## src/rtl/control_unit_pkg.sv

```systemverilog
// Shared encodings for the accumulator CPU: opcodes, FSM states, datapath select codes
// and the one-hot instruction class produced by the decoder.
package control_unit_pkg;

    localparam int DATA_W = 8;
    localparam int ADDR_W = 6;

    localparam logic [3:0] OP_NOP   = 4'h0;
    localparam logic [3:0] OP_LDA   = 4'h1;
    localparam logic [3:0] OP_STA   = 4'h2;
    localparam logic [3:0] OP_LOAD  = 4'h3;
    localparam logic [3:0] OP_STORE = 4'h4;
    localparam logic [3:0] OP_LDI   = 4'h5;
    localparam logic [3:0] OP_JMP   = 4'h6;
    localparam logic [3:0] OP_JZ    = 4'h7;
    localparam logic [3:0] OP_JP    = 4'h8;
    localparam logic [3:0] OP_IN    = 4'h9;
    localparam logic [3:0] OP_OUT   = 4'hA;
    localparam logic [3:0] OP_SHF   = 4'hB;
    localparam logic [3:0] OP_ADD   = 4'hC;
    localparam logic [3:0] OP_SUB   = 4'hD;
    localparam logic [3:0] OP_LOGIC = 4'hE;
    localparam logic [3:0] OP_HALT  = 4'hF;

    typedef enum logic [2:0] {
        S_FETCH   = 3'd0,
        S_DECODE  = 3'd1,
        S_OPERAND = 3'd2,
        S_MEMACC  = 3'd3,
        S_INWAIT  = 3'd4,
        S_HALT    = 3'd5
    } state_e;

    localparam logic [2:0] ASEL_SHFT = 3'b000;
    localparam logic [2:0] ASEL_RF   = 3'b001;
    localparam logic [2:0] ASEL_IN   = 3'b010;
    localparam logic [2:0] ASEL_MEM  = 3'b011;

    localparam logic [2:0] ALU_PASS = 3'b000;
    localparam logic [2:0] ALU_AND  = 3'b001;
    localparam logic [2:0] ALU_OR   = 3'b010;
    localparam logic [2:0] ALU_ADD  = 3'b011;
    localparam logic [2:0] ALU_SUB  = 3'b100;

    localparam logic [1:0] SH_NONE = 2'b00;
    localparam logic [1:0] SH_SHL  = 2'b01;
    localparam logic [1:0] SH_SHR  = 2'b10;
    localparam logic [1:0] SH_ROTR = 2'b11;

    localparam logic [1:0] JMP_INC  = 2'b00;
    localparam logic [1:0] JMP_ABS  = 2'b01;
    localparam logic [1:0] JMP_BACK = 2'b10;
    localparam logic [1:0] JMP_FWD  = 2'b11;

    // Field order follows opcode order: opcode 0 is the MSB, opcode 15 the LSB.
    typedef struct packed {
        logic nop;
        logic lda;
        logic sta;
        logic load;
        logic store;
        logic ldi;
        logic jmp;
        logic jz;
        logic jp;
        logic in_op;
        logic out_op;
        logic shf;
        logic add;
        logic sub;
        logic lgc;
        logic hlt;
    } iclass_t;

endpackage

```

## src/rtl/control_unit_inst_decode.sv

```systemverilog
// Opcode to one-hot instruction class, plus a flag for instructions that carry an operand byte.
module inst_decode
    import control_unit_pkg::*;
(
    input  logic [3:0] op,
    output iclass_t    ic,
    output logic       two_byte
);

    // Struct layout mirrors opcode numbering, so a shifted MSB is the one-hot class.
    assign ic       = iclass_t'(16'h8000 >> op);
    assign two_byte = ic.load | ic.store | ic.ldi | ic.jmp;

endmodule

```

## src/rtl/control_unit.sv

```systemverilog
// Multi-cycle sequencer for the 8-bit accumulator CPU; all datapath strobes and selects
// are combinational from the state, IR and the status flags.
module control_unit
    import control_unit_pkg::*;
#(
    parameter int DATA_W = 8,
    parameter int ADDR_W = 6
) (
    input  logic              clk,
    input  logic              reset,
    input  logic [DATA_W-1:0] IR,
    input  logic              Aeq0,
    input  logic              apos,
    input  logic              enter,
    output logic              IRload,
    output logic              PCload,
    output logic              MemInst,
    output logic              MRload,
    output logic              memWr,
    output logic              Aload,
    output logic              RFwr,
    output logic              outen,
    output logic [1:0]        JMPmux,
    output logic [2:0]        Asel,
    output logic [2:0]        ALUsel,
    output logic [1:0]        Shftsel,
    output logic              inwait,
    output logic              halted
);

    if (DATA_W != 8 || ADDR_W != 6) begin : g_bad_param
        $error("control_unit supports only DATA_W=8, ADDR_W=6");
    end

    state_e  state_q, state_d;
    iclass_t ic;
    logic    two_byte;
    logic    unused_ir;

    assign unused_ir = IR[2];

    inst_decode u_dec (
        .op       (IR[7:4]),
        .ic       (ic),
        .two_byte (two_byte)
    );

    always_ff @(posedge clk or negedge reset) begin
        if (!reset) state_q <= S_FETCH;
        else        state_q <= state_d;
    end

    always_comb begin
        state_d = state_q;
        IRload  = 1'b0;
        PCload  = 1'b0;
        MemInst = 1'b0;
        MRload  = 1'b0;
        memWr   = 1'b0;
        Aload   = 1'b0;
        RFwr    = 1'b0;
        outen   = 1'b0;
        JMPmux  = JMP_INC;
        Asel    = ASEL_SHFT;
        ALUsel  = ALU_PASS;
        Shftsel = SH_NONE;
        inwait  = 1'b0;
        halted  = 1'b0;

        case (state_q)
            S_FETCH: begin
                IRload  = 1'b1;
                PCload  = 1'b1;
                state_d = S_DECODE;
            end
            S_DECODE: begin
                state_d = two_byte ? S_OPERAND : S_FETCH;
                if (ic.lda) begin
                    Asel  = ASEL_RF;
                    Aload = 1'b1;
                end
                if (ic.sta)    RFwr  = 1'b1;
                if (ic.out_op) outen = 1'b1;
                // IR[3] set means the offset is subtracted from the already-incremented PC.
                if ((ic.jz && Aeq0) || (ic.jp && apos)) begin
                    PCload = 1'b1;
                    JMPmux = IR[3] ? JMP_BACK : JMP_FWD;
                end
                if (ic.shf || ic.add || ic.sub || ic.lgc) begin
                    Asel  = ASEL_SHFT;
                    Aload = 1'b1;
                end
                if (ic.shf) Shftsel = IR[1:0];
                if (ic.add) ALUsel  = ALU_ADD;
                if (ic.sub) ALUsel  = ALU_SUB;
                if (ic.lgc) ALUsel  = IR[3] ? ALU_OR : ALU_AND;
                if (ic.in_op) state_d = S_INWAIT;
                if (ic.hlt)   state_d = S_HALT;
            end
            S_OPERAND: begin
                state_d = S_FETCH;
                if (ic.load || ic.store) begin
                    MRload  = 1'b1;
                    PCload  = 1'b1;
                    state_d = S_MEMACC;
                end
                if (ic.ldi) begin
                    Asel   = ASEL_MEM;
                    Aload  = 1'b1;
                    PCload = 1'b1;
                end
                if (ic.jmp) begin
                    PCload = 1'b1;
                    JMPmux = JMP_ABS;
                end
            end
            S_MEMACC: begin
                MemInst = 1'b1;
                state_d = S_FETCH;
                if (ic.load) begin
                    Asel  = ASEL_MEM;
                    Aload = 1'b1;
                end
                if (ic.store) memWr = 1'b1;
            end
            S_INWAIT: begin
                inwait = 1'b1;
                if (enter) begin
                    Asel    = ASEL_IN;
                    Aload   = 1'b1;
                    state_d = S_FETCH;
                end
            end
            S_HALT:  halted  = 1'b1;
            default: state_d = S_FETCH;
        endcase

        // Outputs are forced low combinationally so a reset mid-STORE never reaches a memWr edge.
        if (!reset) begin
            IRload  = 1'b0;
            PCload  = 1'b0;
            MemInst = 1'b0;
            MRload  = 1'b0;
            memWr   = 1'b0;
            Aload   = 1'b0;
            RFwr    = 1'b0;
            outen   = 1'b0;
            JMPmux  = JMP_INC;
            Asel    = ASEL_SHFT;
            ALUsel  = ALU_PASS;
            Shftsel = SH_NONE;
            inwait  = 1'b0;
            halted  = 1'b0;
        end
    end

endmodule

```

## config.mk

```make
export PLATFORM = sky130hd
export DESIGN_NAME = control_unit
export DESIGN_NICKNAME = d
export VERILOG_FILES = /design/src/rtl/control_unit_pkg.sv /design/src/rtl/control_unit_inst_decode.sv /design/src/rtl/control_unit.sv
export SDC_FILE = /design/constraint.sdc
export NUM_CORES = 1
export LEC_CHECK = 0
export ABC_AREA = 1
export ABC_CLOCK_PERIOD_IN_PS = 2100
export CAP_MARGIN = 10
export CORE_AREA = 4 4 44 46
export DETAILED_ROUTE_END_ITERATION = 12
export DIE_AREA = 0 0 48 50
export PLACE_DENSITY_LB_ADDON = 0.12
export SYNTH_ARGS = -nofsm -noshare
export SYNTH_HDL_FRONTEND = slang
export SYNTH_HIERARCHICAL = 1
export SYNTH_SLANG_ARGS = --single-unit
```

## constraint.sdc

```tcl
create_clock -name clk -period 2.1 [get_ports clk]
set_input_delay 0.42 -clock clk [delete_from_list [all_inputs] [get_ports clk]]
set_output_delay 0.42 -clock clk [all_outputs]
set_load 0.01 [all_outputs]
```

# Word-level counts from Yosys, hierarchy flattened
# Index checks and enable logic that the tools add are counted.
[classes]
n_eq_ne = 6
n_shift = 1
mux = 59
n_bitwise = 4
n_reduce_logical = 9
[ops]
columns = ["cell", "count"]
rows = [
  ["2-to-1 mux 1 bit", 33],
  ["2-to-1 mux 3 bit", 9],
  ["2-to-1 mux 2 bit", 12],
  ["right shift 16 x 4 -> 15 bit, first input constant", 1],
  ["one-hot mux 3 bit (5 select lines)", 1],
  ["one-hot mux 3 bit (4 select lines)", 1],
  ["equality test 3 x 2 -> 1 bit, second input constant", 2],
  ["equality test 3 bit, second input constant", 2],
  ["logical OR 1 bit", 5],
  ["one-hot mux 1 bit (4 select lines)", 1],
  ["one-hot mux 2 bit (2 select lines)", 1],
  ["equality test 3 x 1 -> 1 bit, second input constant", 1],
  ["zero test 3 bit", 1],
  ["OR 1 bit", 3],
  ["one-hot mux 1 bit (3 select lines)", 1],
  ["logical AND 1 bit", 2],
  ["inequality test 2 bit, second input constant", 1],
  ["AND reduction 2 bit", 1],
  ["inverter 1 bit", 1],
]
[word_totals]
regBits = 3
output_inout_bits = 20
wordCells = 80

# Depth between registers and ports, before layout
[logic_depth]
depth_word = 8
ltp_mapped = 10
ltp_nobuf = 9

# Cells and area by module
# The synthesis kept the hierarchy.
[by_module_without_submodules]
columns = ["mod", "instances", "cells_per_inst", "area_per_inst_um2", "seq_area_each_um2"]
rows = [
  ["control_unit", 1, 91, 465.4, 75.1],
  ["inst_decode", 1, 33, 168.9, 0.0],
]

# Least setup slack after synthesis
# No wires, ideal clock.
[synth_timing]
path_kind = "input to output"
start = "in IR[6]"
end = "out JMPmux[0]"
t_arrival_ns = 1.167
required_time_ns = 1.680
setup_slack_ns = 0.513
path_stages = 8
cell_sequence = "buf_6 > inv_2 > nand3_1 > nor2_1 > nand2_1 > nand2_1 > nand3_1 > a21oi_1"
[synth_rtl]
columns = ["item", "line_no", "text"]
rows = [
  ["from (decl)", "control_unit.sv:11", "input logic [DATA_W-1:0] IR,"],
  ["to (decl)", "control_unit.sv:23", "output logic [1:0] JMPmux,"],
]

==> run summary <==
========================================================================================================
Non-Filler Instances ......................................................................          193
Standby leakage power .....................................................................     0.615 nW
Total cell area at the placement stage ....................................................    1040 um^2
Effective utilization at floorplan ........................................................        41.9%
Arrival time at the worst endpoint ........................................................      1590 ps
HPWL after detailed placement .............................................................      1540 um
Clock latency of the later-clocked register in the worst-skew pair ........................       230 ps
Total setup violations reported at the end of the flow ....................................            0
Height of the die .........................................................................        50 um
Max reg flops .............................................................................            3
Num Clock Sinks ...........................................................................            3
Class of the worst hold path .............................................................. input port to asynchronous set/reset pin
Die X-Extent ..............................................................................        48 um
Maximum number of pins on one net before global-route repair ..............................            9
Status ....................................................................................    completed
P&R area growth vs syn ....................................................................        76.4%
Setup repair after global routing missed its margin .......................................           no
Maximum buffer depth of the clock tree ....................................................            2
Finished layout cell area .................................................................    1110 um^2
Number of pins exceeding their max-slew limit in the final report .........................            0
Setup tns final ...........................................................................         0 ps
Fraction of final layout cells sized beyond drive strength 1 ..............................        35.0%
Yosys warns ...............................................................................            6
Number of placement rows ..................................................................           14
Total area of sequential cells ............................................................    77.6 um^2
Area of the core region ...................................................................    1510 um^2
Total wirelength of the detailed-routed design ............................................      2010 um
Required time of the critical path ........................................................      1680 ps
Most flop-heavy register ..................................................................      state_q
Avg WL per Cell ...........................................................................      10.4 um
Peak clock frequency supported by timing ..................................................      497 MHz
Number of nets produced by synthesis ......................................................          136
RD Place Congestion .......................................................................        0.829
Category of the worst setup path launch point .............................................   input port
Type of element capturing the critical path ...............................................  output port
Peak fanout along the critical path .......................................................            7
Wire length of the first global-routing pass ..............................................      3080 um
Final standard cell utilization of the core ...............................................        73.8%
GRT overflow ..............................................................................            0
Initial drt markers .......................................................................           22
Initial antenna violation count ...........................................................            0
Number of antenna cells inserted ..........................................................            0
Count of endpoints failing hold in the final timing report ................................            0
Clk root buf .............................................................................. sky130_fd_sc_hd__clkbuf_4
Hold buffers post-CTS .....................................................................            0
IR drop worst, VDD ........................................................................     0.754 mV
Aggregate global-route resource usage .....................................................        17.0%
Remaining antenna violation count .........................................................            0
Power, Total ..............................................................................     0.720 mW
Final routed DRC violation total ..........................................................            0
Die area ..................................................................................    2400 um^2
Number of I/O pins ........................................................................           33
Fin nets ..................................................................................          191
Via count of the first global-routing pass ................................................          783
Syn Inst Count ............................................................................          123
Multi-input gate area .....................................................................     490 um^2
CTS tree ..................................................................................         done
Netlist Area Pre-Place ....................................................................     631 um^2
Power density of the placed cells .........................................................  647 nW/um^2
Average instance area after synthesis .....................................................    5.13 um^2
Number of CTS-inserted buffers ............................................................            3
Avg Vias per Cell .........................................................................         4.71
Startpoint-to-endpoint class of the critical path ......................................... input port to output port
Clock period minus final worst setup slack ................................................      2010 ps
H-tree lvl count ..........................................................................            1
Number of max-capacitance violations reported .............................................            0
Clock Skew ................................................................................      3.78 ps
Ratio of final minimum period to clock period .............................................        95.9%
Routed vias ...............................................................................          909
Number of placed instances with taps included .............................................          181
Fillers ...................................................................................          132
Number of search-and-repair iterations in the first detailed-routing pass .................            4
Number of input and output port buffers inserted ..........................................           30
Registers with the most flip-flops ........................................................ state_q: 3 flops
Post-CTS clock slew at the launch and capture registers of the worst setup and hold paths .        40 ps
========================================================================================================
-- area by class of cell --
class	count	area share (%)
clock buffers	4	2.36
flip-flops and latches	3	6.97
multi-input cells	100	44.1
repair buffers	54	39.1
inverters	16	5.62
well taps	16	1.80
-- routing by layer --
layer	vias up	share of wire [%]	track usage, %	wire [um]
li1	496	-	-	-
met2	20	51	29.5	1030
met4	0	0	4.04	0
met1	393	44	21.6	879
met3	0	5.2	1.45	104
met5	-	0	0	0
-- power by group --
part / leakage [nW] / internal (mW) / total, mW / switching [mW]
clock network: 0.0150 / 0.0711 / 0.0990 / 0.0279
registers: 0.0363 / 0.0844 / 0.142 / 0.0578
logic: 0.564 / 0.228 / 0.479 / 0.251
total: 0.615 / 0.383 / 0.720 / 0.336
-- worst max-delay path, cell delays in order --
cell	delay [ps]
sky130_fd_sc_hd__clkdlybuf4s15_2	240
sky130_fd_sc_hd__inv_4	80
sky130_fd_sc_hd__nor3_4	170
sky130_fd_sc_hd__buf_4	130
sky130_fd_sc_hd__nor2_1	30
sky130_fd_sc_hd__nand3_1	80
sky130_fd_sc_hd__nand2_1	50
sky130_fd_sc_hd__nand2_1	60
sky130_fd_sc_hd__nand2_1	50
sky130_fd_sc_hd__nand2_1	60
sky130_fd_sc_hd__clkdlybuf4s15_2	220
-- path summary, 6_finish.rpt --
check / cells past startpoint / slack [ps] / endpoint / from
max in group asynchronous: 3 / 1720 / state_q[2] / reset
worst max-delay path: 11 / 90 / Aload / IR[7]
worst min-delay path: 3 / 270 / state_q[1] / reset
worst max register to register: 7 / 900 / state_q[0] / state_q[1]
min in group clk: 2 / 680 / state_q[0] / state_q[2]
worst min register to register: 2 / 680 / state_q[0] / state_q[2]
-- per-stage QoR --
step                hold slack, ps  setup WS, ps
finish                         271          87.1
detailed placement             742          -684
CTS                            470          21.3
floorplan                      124           514
global route                   293          3.59
global placement               719          -618
-- cells in the final DEF (no fill, tap or decap), drive strengths merged, types with 2 or more instances in the layout --
cell type and count:
o21ai 6, inv 16, clkdlybuf4s50 8, dlygate4sd2 9, clkbuf 9, nand3 13
dfrtp 3, clkdlybuf4s15 4, nand4 4, nand2 30, nor3 4, buf 27
a21oi 2, nor2 38
-- what timing repair did --
action	CTS	global route
pin swaps	4	3
buffers inserted	6	2
gates resized for setup	44	19
setup endpoints to repair	19	10
No activity file was read; power rests on OpenSTA's default activity.
